**config.mk**
```make
export PLATFORM = sky130hd
export DESIGN_NAME = ssd_scan_driver
export DESIGN_NICKNAME = d
export VERILOG_FILES = /design/src/rtl/ssd_pkg.sv /design/src/rtl/bin2bcd_seq.sv /design/src/rtl/ssd_scan_driver.sv
export SDC_FILE = /design/constraint.sdc
export NUM_CORES = 1
export LEC_CHECK = 0
export ABC_AREA = 1
export CORE_MARGIN = 2
export CORE_UTILIZATION = 51
export CTS_BUF_LIST = sky130_fd_sc_hd__clkbuf_4
export CTS_CLUSTER_SIZE = 24
export DETAILED_ROUTE_END_ITERATION = 8
export GPL_ROUTABILITY_DRIVEN = 0
export PLACE_DENSITY = 0.81
export SLEW_MARGIN = 15
export SYNTH_ARGS = -nofsm -noshare
export SYNTH_HDL_FRONTEND = slang
export SYNTH_SLANG_ARGS = --single-unit
```
**constraint.sdc**
```tcl
create_clock -name Clk -period 2.4 [get_ports Clk]
set_input_delay 0.72 -clock Clk [delete_from_list [all_inputs] [get_ports Clk]]
set_output_delay 0.72 -clock Clk [all_outputs]
set_load 0.005 [all_outputs]
```
**src/rtl/ssd_pkg.sv**
```systemverilog
// Shared definitions for the seven-segment scan driver: glyph table,
// special cathode patterns and the load/convert/commit FSM encoding.
package ssd_pkg;

   localparam logic [7:0] CATH_BLANK = 8'hFF;
   localparam logic [7:0] CATH_DASH  = 8'b1111_1101;

   // Active-low abcdefg patterns; entry 0 is the last element.
   localparam logic [15:0][6:0] GLYPH_TABLE = {
      7'b0111000,
      7'b0110000,
      7'b1000010,
      7'b0110001,
      7'b1100000,
      7'b0001000,
      7'b0000100,
      7'b0000000,
      7'b0001111,
      7'b0100000,
      7'b0100100,
      7'b1001100,
      7'b0000110,
      7'b0010010,
      7'b1001111,
      7'b0000001
   };

   typedef enum logic [1:0] {
      ST_IDLE    = 2'd0,
      ST_CONVERT = 2'd1,
      ST_COMMIT  = 2'd2
   } ssd_state_e;

   function automatic logic [6:0] ssd_glyph(input logic [3:0] nibble);
      return GLYPH_TABLE[nibble];
   endfunction

endpackage

```
**src/rtl/bin2bcd_seq.sv**
```systemverilog
// Iterative double-dabble converter: one shift per cycle, VALUE_WIDTH cycles,
// with a guard nibble and sticky carry to flag results wider than NUM_DIGITS.
module bin2bcd_seq #(
   parameter int unsigned VALUE_WIDTH = 16,
   parameter int unsigned NUM_DIGITS  = 8
) (
   input  logic                      clk,
   input  logic                      reset,
   input  logic                      start,
   input  logic [VALUE_WIDTH-1:0]    bin,
   output logic [NUM_DIGITS*4-1:0]   bcd,
   output logic                      overflow,
   output logic                      done_c
);

   localparam int unsigned BCD_W = NUM_DIGITS * 4 + 4;
   localparam int unsigned CNT_W = $clog2(VALUE_WIDTH + 1);

   logic [VALUE_WIDTH-1:0] shreg;
   logic [BCD_W-1:0]       acc;
   logic [BCD_W-1:0]       adj;
   logic [CNT_W-1:0]       cnt;
   logic                   running;
   logic                   ovf;

   // Add-3 correction on every nibble (guard included) before the shift.
   always_comb begin
      adj = acc;
      for (int i = 0; i < int'(NUM_DIGITS) + 1; i++) begin
         if (acc[i*4 +: 4] >= 4'd5) adj[i*4 +: 4] = acc[i*4 +: 4] + 4'd3;
      end
   end

   assign done_c = running && (cnt == CNT_W'(VALUE_WIDTH - 1));

   always_ff @(posedge clk) begin
      if (reset) begin
         shreg   <= '0;
         acc     <= '0;
         cnt     <= '0;
         running <= 1'b0;
         ovf     <= 1'b0;
      end else if (start) begin
         shreg   <= bin;
         acc     <= '0;
         cnt     <= '0;
         running <= 1'b1;
         ovf     <= 1'b0;
      end else if (running) begin
         acc   <= {adj[BCD_W-2:0], shreg[VALUE_WIDTH-1]};
         shreg <= shreg << 1;
         // Once the guard nibble is nonzero it stays nonzero or carries out.
         ovf   <= ovf | adj[BCD_W-1] | (|adj[BCD_W-2:BCD_W-5]);
         cnt   <= cnt + CNT_W'(1);
         if (done_c) running <= 1'b0;
      end
   end

   assign bcd      = acc[NUM_DIGITS*4-1:0];
   assign overflow = ovf;

endmodule

```
**src/rtl/ssd_scan_driver.sv**
```systemverilog
// Multiplexed common-anode seven-segment driver: hex or BCD conversion,
// atomic commit to a display register, and continuous digit scanning.
module ssd_scan_driver
   import ssd_pkg::*;
#(
   parameter int unsigned NUM_DIGITS  = 8,
   parameter int unsigned VALUE_WIDTH = 16,
   parameter int unsigned SCAN_CYCLES = 100000
) (
   input  logic                   Clk,
   input  logic                   Reset,
   input  logic [VALUE_WIDTH-1:0] Value,
   input  logic                   Load,
   input  logic                   Mode,
   input  logic                   BlankLeading,
   input  logic [NUM_DIGITS-1:0]  DpMask,
   output logic                   Busy,
   output logic                   Overflow,
   output logic [NUM_DIGITS-1:0]  An,
   output logic [7:0]             Cathodes
);

   localparam int unsigned DIG_W = NUM_DIGITS * 4;
   localparam int unsigned EXT_W = (VALUE_WIDTH > DIG_W) ? VALUE_WIDTH : DIG_W;
   localparam int unsigned IDX_W = (NUM_DIGITS > 1) ? $clog2(NUM_DIGITS) : 1;
   localparam int unsigned PRE_W = $clog2(SCAN_CYCLES);

   ssd_state_e             state;
   ssd_state_e             next_state;
   logic                   accept_c;
   logic                   start_c;
   logic                   commit_c;
   logic [VALUE_WIDTH-1:0] value_q;
   logic                   mode_q;
   logic                   blank_q;
   logic [DIG_W-1:0]       bcd;
   logic                   bcd_ovf;
   logic                   conv_done_c;
   logic [EXT_W-1:0]       hex_ext;
   logic [DIG_W-1:0]       nib_c;
   logic                   ovf_c;
   logic [NUM_DIGITS-1:0]  blank_c;
   logic                   zero_run;
   logic [DIG_W-1:0]       disp_digits;
   logic [NUM_DIGITS-1:0]  disp_blank;
   logic [PRE_W-1:0]       presc;
   logic [IDX_W-1:0]       idx;
   logic [3:0]             cur_nib;
   logic                   digit_on_c;

   bin2bcd_seq #(
      .VALUE_WIDTH (VALUE_WIDTH),
      .NUM_DIGITS  (NUM_DIGITS)
   ) u_bin2bcd (
      .clk      (Clk),
      .reset    (Reset),
      .start    (start_c),
      .bin      (Value),
      .bcd      (bcd),
      .overflow (bcd_ovf),
      .done_c   (conv_done_c)
   );

   always_ff @(posedge Clk) begin
      if (Reset) state <= ST_IDLE;
      else       state <= next_state;
   end

   always_comb begin
      next_state = state;
      accept_c   = 1'b0;
      start_c    = 1'b0;
      commit_c   = 1'b0;
      case (state)
         ST_IDLE: begin
            if (Load && !Busy) begin
               accept_c   = 1'b1;
               start_c    = Mode;
               next_state = Mode ? ST_CONVERT : ST_COMMIT;
            end
         end
         ST_CONVERT: if (conv_done_c) next_state = ST_COMMIT;
         ST_COMMIT: begin
            commit_c   = 1'b1;
            next_state = ST_IDLE;
         end
         default: next_state = ST_IDLE;
      endcase
   end

   // Digit nibbles, overflow and leading-zero mask for the commit cycle.
   always_comb begin
      hex_ext  = EXT_W'(value_q);
      nib_c    = mode_q ? bcd : hex_ext[DIG_W-1:0];
      ovf_c    = mode_q ? bcd_ovf : |(hex_ext >> DIG_W);
      blank_c  = '0;
      zero_run = 1'b1;
      for (int i = int'(NUM_DIGITS) - 1; i > 0; i--) begin
         zero_run   = zero_run & (nib_c[i*4 +: 4] == 4'd0);
         blank_c[i] = blank_q & zero_run;
      end
   end

   always_ff @(posedge Clk) begin
      if (Reset) begin
         Busy        <= 1'b0;
         value_q     <= '0;
         mode_q      <= 1'b0;
         blank_q     <= 1'b0;
         disp_digits <= '0;
         disp_blank  <= ~NUM_DIGITS'(1);
         Overflow    <= 1'b0;
      end else begin
         Busy <= (next_state != ST_IDLE);
         if (accept_c) begin
            value_q <= Value;
            mode_q  <= Mode;
            blank_q <= BlankLeading;
         end
         if (commit_c) begin
            disp_digits <= nib_c;
            disp_blank  <= blank_c;
            Overflow    <= ovf_c;
         end
      end
   end

   // Free-running scan prescaler and digit index.
   always_ff @(posedge Clk) begin
      if (Reset) begin
         presc <= '0;
         idx   <= '0;
      end else if (presc == PRE_W'(SCAN_CYCLES - 1)) begin
         presc <= '0;
         idx   <= (idx == IDX_W'(NUM_DIGITS - 1)) ? '0 : idx + IDX_W'(1);
      end else begin
         presc <= presc + PRE_W'(1);
      end
   end

   always_comb begin
      cur_nib    = disp_digits[{idx, 2'b00} +: 4];
      digit_on_c = Overflow | ~disp_blank[idx];
   end

   always_ff @(posedge Clk) begin
      if (Reset) begin
         An       <= '1;
         Cathodes <= CATH_BLANK;
      end else begin
         An <= digit_on_c ? ~(NUM_DIGITS'(1) << idx) : '1;
         if (Overflow)        Cathodes <= {CATH_DASH[7:1], ~DpMask[idx]};
         else if (digit_on_c) Cathodes <= {ssd_glyph(cur_nib), ~DpMask[idx]};
         else                 Cathodes <= CATH_BLANK;
      end
   end

endmodule

```
### Yosys cells after proc, flatten, opt, wreduce, memory -nomap -nowiden

Memories as Yosys holds them, arrays and structs flattened.
Index checks and enable logic that the tools add are counted.
W data, S select, Z words.

| cells by class | value |
|---|---|
| equality and inequality tests | 5 |
| $add $sub $neg | 12 |
| multiplexer cells | 33 |
| bitwise operators | 20 |
| reduce and logical (&&, ||, !) cells | 18 |
| shift-type cells | 2 |
| magnitude comparators | 11 |

Operators by type and width:

| cell | number |
|---|---|
| $add A4 B2 Y4 const B | 9 |
| $ge A4 B3 Y1 const B | 9 |
| $mux W4 | 9 |
| $mux W16 | 2 |
| $mux W32 | 1 |
| $shiftx A32 B6 Y4 | 1 |
| $logic_not A4 Y1 | 7 |
| $add A17 B1 Y17 const B | 1 |
| $eq A17 B17 Y1 const B | 1 |
| $and A1 B1 Y1 | 13 |
| $mux W1 | 11 |
| $mux W2 | 5 |
| $not A8 Y8 | 1 |
| $shl A1 B3 Y8 const A | 1 |
| $mux W7 | 1 |
| $bmux W1 S3 | 2 |
| $reduce_or A2 Y1 | 3 |
| $add A5 B1 Y5 const B | 1 |
| $eq A5 B4 Y1 const B | 1 |
| $lt A4 B5 Y1 const B | 1 |
| $lt A3 B4 Y1 const B | 1 |
| $pmux W2 S2 | 1 |
| $reduce_bool A2 Y1 | 2 |
| $reduce_or A4 Y1 | 1 |
| other kinds (11) | 16 |

| storage, ports and cells | value |
|---|---|
| register bits after elaboration | 156 |
| input bits | 29 |
| memories | 1 |
| output and inout bits | 18 |
| bits in read-only memories | 112 |
| logic and storage cells | 120 |

Memory list:

| name | depth | bits a word | rd ports | clocked after memory_dff | write ports | RTL line | source |
|---|---|---|---|---|---|---|---|
| (no name shown) | 16 | 7 | 1 | 0 | 0 | ssd_pkg.sv:35 | `return GLYPH_TABLE[nibble];` |

### Logic depth before layout (Yosys ltp)

| logic depth | value |
|---|---|
| depth in word-level cells | 9 |
| mapped depth | 13 |

### Hierarchy

From an unflattened synthesis, not the netlist that was laid out.

| unflattened totals | value |
|---|---|
| cells, all modules | 1090 |
| area total of the unflattened synthesis | 8106.5 µm² |

By module, submodules not included:

| module | cells an instance | area each (µm²) | instances | seq. area each (µm²) |
|---|---|---|---|---|
| ssd_scan_driver | 637 | 4693.3 | 1 | 1941.9 |
| bin2bcd_seq | 453 | 3413.3 | 1 | 1181.1 |

### Least setup slack after synthesis

No wires, ideal clock.

| path | value |
|---|---|
| path kind | reg2reg |
| start point | register idx[0] |
| end point | register Cathodes[4] |
| path slack | 0.534 ns |
| cell stages (with the launch flop) | 12 |
| path buffers | 1 |
| setup time | 0.062 ns |
| arrival time | 1.804 ns |
| cell sequence | dfxtp_1 -> inv_1 -> buf_4 -> nand2_1 -> nand2_1 -> nand2_1 -> o21ai_0 -> o21ai_0 -> ha_1 -> o21ai_0 -> nand2_1 -> nand3_1 |

| between the ends | value |
|---|---|
| word-level cells in the longest chain between the ends | 6 |

Ends and longest elaborated chain:

| what | RTL line | source |
|---|---|---|
| from (decl) | ssd_scan_driver.sv:47 | `logic [IDX_W-1:0] idx;` |
| from (signal assigned) | ssd_scan_driver.sv:135 | `idx <= (idx == IDX_W'(NUM_DIGITS - 1)) ? '0 : idx + IDX_W'(1);` |
| parallel branches: the longest is 6 deep, another holds $mem_v2 Z16 W7 | - |  |
| to (signal assigned) | ssd_scan_driver.sv:152 | `if (Overflow) Cathodes <= {CATH_DASH[7:1], ~DpMask[idx]};` |
| to (signal assigned) | ssd_scan_driver.sv:153 | `else if (digit_on_c) Cathodes <= {ssd_glyph(cur_nib), ~DpMask[idx]};` |
| to (decl) | ssd_scan_driver.sv:20 | `output logic [7:0] Cathodes` |

Parallel ways; which one is timed is not known. The select of a mux whose other input is x is not followed.
A chain may end at the register's enable or synchronous reset.

### Final worst setup path

| path | value |
|---|---|
| start point | register Busy |
| end point | output Busy |

RTL lines:

| what | RTL line | source |
|---|---|---|
| from (decl) | ssd_scan_driver.sv:17 | `output logic Busy,` |
| from (signal assigned) | ssd_scan_driver.sv:114 | `Busy <= (next_state != ST_IDLE);` |

No word-level cell between the ends.

==> qor.log <==
INFO  floorplan      floorplan.initialDensity=52.5%
INFO  flow_run       max_cap_viols=0
INFO  clocking       clockBufferDepth=2
INFO  pwr            worst_vdd_drop=0.000261V
INFO  floorplan      fp-row-count=44
INFO  worst_setup_path end_kind=primary output
INFO  worst_setup_path timing.critical_path.cells=clkdlybuf4s50_1
INFO  clocking       cts.repair_timing.setup_buffer_count=0
INFO  timing         fmaxAchievable=0.448GHz
INFO  yosys          postSynth.asyncResetShare=0%
INFO  timing         setup_tns=0ns
INFO  worst_setup_path worst_path_largest_cell_delay=0.54ns
INFO  worst_setup_path setup.worst_path.start_class=flop
INFO  final_layout   stdcell_area=0.00860mm^2
INFO  yosys          ys_seq_elements=156
INFO  outcome        status=finished clean
INFO  clocking       clock_edge_transition_at_the_registers_on_the_reported_setup_and_hold_paths=0.13ns
INFO  worst_setup_path cp.arrival=1.51ns
INFO  detailed_routing drt-vias-per-instance=5.31
INFO  worst_setup_path cp_top_family=buffers and inverters
INFO  placed_design  numPortBuffers=46
INFO  clocking       holdBufCountCts=0
INFO  pwr            cellPowerDensity=601mW/mm^2
INFO  floorplan      dieWidth=127um
INFO  yosys          most_frequently_used_flop_master_after_synthesis=dfxtp_1
INFO  floorplan      pin_count=47
INFO  floorplan      die_height=127um
INFO  floorplan      core_area=0.0146mm^2
INFO  detailed_routing drtPass1Iterations=5
INFO  final_layout   number_of_inserted_filler_cells_in_the_final_layout=1333
INFO  timing         finalMaxSlewViolations=0
INFO  yosys          synth_cells=1069
INFO  final_layout   final_common_cell=nand2_1
INFO  yosys          synthTopCellsByArea=dfxtp_1 41%, nand2_1 12%, a21oi_1 7.5%, o21ai_0 6.6%, inv_1 6.2%
INFO  final_layout   post_layout_nonfiller_instances=1306
INFO  worst_setup_path crit_path_top_delay_cell=clkdlybuf4s50_1
INFO  timing         fin_worst_skew=0.0161ns
INFO  global_route   grt_start_max_net_pins=53
INFO  worst_setup_path worst-path-max-fanout=2
INFO  yosys          syn_area=0.00767mm^2
INFO  final_layout   multiInputGateArea=0.00377mm^2
INFO  floorplan      die_area=0.0160mm^2
INFO  clocking       insertion_delay=0.59ns
INFO  pwr            post-layout-total-power=5170uW
INFO  min_path       min_path_type=flop to flop
INFO  final_layout   synth_to_layout_area_growth=12.2%
INFO  worst_setup_path path_buf_inv=1
INFO  placed_design  detailedPlacementHpwl=12.4mm
INFO  final_layout   leading_cell_types_in_the_layout_fill_and_taps_excluded=251 x nand2_1, 156 x dfxtp_1, 127 x inv_1
INFO  detailed_routing route.antenna.remaining_nets=0
INFO  detailed_routing drt_iter0_markers=589
INFO  detailed_routing remaining_drc_errors=0
INFO  timing         timing.final.crit_period=2.23ns
INFO  global_route   grt-ovfl-total=0
INFO  detailed_routing drt_wl_total=17.4mm
INFO  timing         worst_pin_slew=0.607ns
INFO  placed_design  total_placed_instance_area=0.00829mm^2
INFO  global_route   number_of_global_route_vias_before_repair=6547
INFO  worst_setup_path worstSetupPathType=flop to primary output
INFO  placed_design  placed_cells=1272
INFO  timing         timing.final.crit_share=92.9%
INFO  final_layout   finalNetCount=1169
INFO  global_route   antenna_found_initial=1
INFO  clocking       tritoncts.num_buffers=17
INFO  timing         final_hold_viol_count=0
INFO  global_route   global_route.usage.total=22.7%
INFO  clocking       clock_root_buffer=clkbuf_4
INFO  clocking       tritoncts=done
INFO  final_layout   seq_area=0.00312mm^2
INFO  yosys          synth_area_leader_cell=dfxtp_1
INFO  pwr            cellLeakagePower=0.00374uW
INFO  yosys          yosysWarnings=0
INFO  timing         worst_hold_slack=0.454ns
INFO  detailed_routing vias=6935
INFO  yosys          synth.net_count=1131
INFO  final_layout   post_route_cells_drive_above_1_share=6.79%
INFO  timing         slew-limit-headroom=59.1%
INFO  clocking       cts_max_level=4
INFO  clocking       total_number_of_clock_tree_sinks=156
INFO  worst_setup_path cp.required=1.68ns
INFO  yosys          synth_enable_flop_cells=0
INFO  timing         grt_setup_unrepaired=false
INFO  yosys          synth_top_area_share=40.7%
INFO  detailed_routing avgRoutedWirePerCell=13.4um
INFO  yosys          library_cells_used_by_synthesis=43
INFO  global_route   first_pass_grt_wire_length=29.8mm
INFO  timing         report.final.setup_viol=0
INFO  yosys          mean_area_per_synthesized_cell=7.17um^2
INFO  yosys          ys_seq_area_share=40.7%
[layer usage]
| layer | vias to the layer above | track usage [%] | part of all wire [%] |
|---|---|---|---|
| met1 | 3171 | 29.5 | 47 |
| met2 | 177 | 37.3 | 46 |
| met4 | 0 | 6.21 | 1.2 |
| met5 | - | 0 | 0 |
| met3 | 28 | 6.20 | 6.0 |
| li1 | 3559 | - | - |
[flip-flops by register name, indices dropped and copies added, names as in the netlist, 2 cells and up]
name,flops
state,2
disp_digits,32
value_q,16
disp_blank,7
An,8
presc,17
Cathodes,8
u_bin2bcd.acc,36
u_bin2bcd.shreg,16
u_bin2bcd.cnt,5
idx,3
[path summary, 6_finish.rpt]
check / from / end / slack (ns) / depth (start not counted)
worst max-delay path: Busy$_SDFF_PP0_ / Busy / 0.17 / 1
worst min-delay path: presc[0]$_SDFF_PP0_ / presc[0]$_SDFF_PP0_ / 0.45 / 1
worst max register to register: idx[0]$_SDFFE_PP0P_ / Cathodes[1]$_SDFF_PP1_ / 0.26 / 12
worst min register to register: presc[0]$_SDFF_PP0_ / presc[0]$_SDFF_PP0_ / 0.45 / 1
[per-stage QoR]
stage,setup WS (ns),util (%)
4_1_cts,0.143,58.9
3_5_place_dp,0.119,56.9
6_report,0.170,59.0
2_1_floorplan,0.534,-
3_3_place_gp,0.154,56.9
5_1_grt,0.0779,59.0
[timing repair]
item,in CTS,in global routing
gates resized for setup,0,1
hold endpoints to repair,0,0
endpoints found under the setup margin,0,1
[synth_stat cells, types with 11 or more instances]
master	n
nor2_1	53
nand3_1	76
nand2_1	251
ha_1	33
clkbuf_1	24
dfxtp_1	156
a21oi_1	115
xor2_1	23
buf_2	15
a31oi_1	11
inv_1	127
o21ai_0	101
[kinds of logic after synthesis]
group | synth area share (%)
AND/OR/NAND/NOR | 23.1
AO/OA/AOI/OAI | 18.0
buffers and inverters | 10.1
flip-flops | 40.7
adder cells (fa/ha/maj) | 5.39
XOR/XNOR | 2.74
[final cells by class]
class	count	share of cell area, %
Antenna cell	2	0.0582
Clock inverter	14	1.98
Multi-Input combinational cell	727	43.8
Tap cell	184	2.68
Timing Repair Buffer	70	7.68
Clock buffer	18	1.57
Sequential cell	156	36.3
Inverter	135	5.92
[power breakdown]
| part | switching (uW) | leakage, uW | total [uW] | internal (uW) |
|---|---|---|---|---|
| Sequential | 63.0 | 0.00127 | 2770 | 2710 |
| Clock | 973 | 0.000155 | 1710 | 735 |
| Combinational | 437 | 0.00231 | 692 | 255 |
No activity file was read; power rests on OpenSTA's default activity.
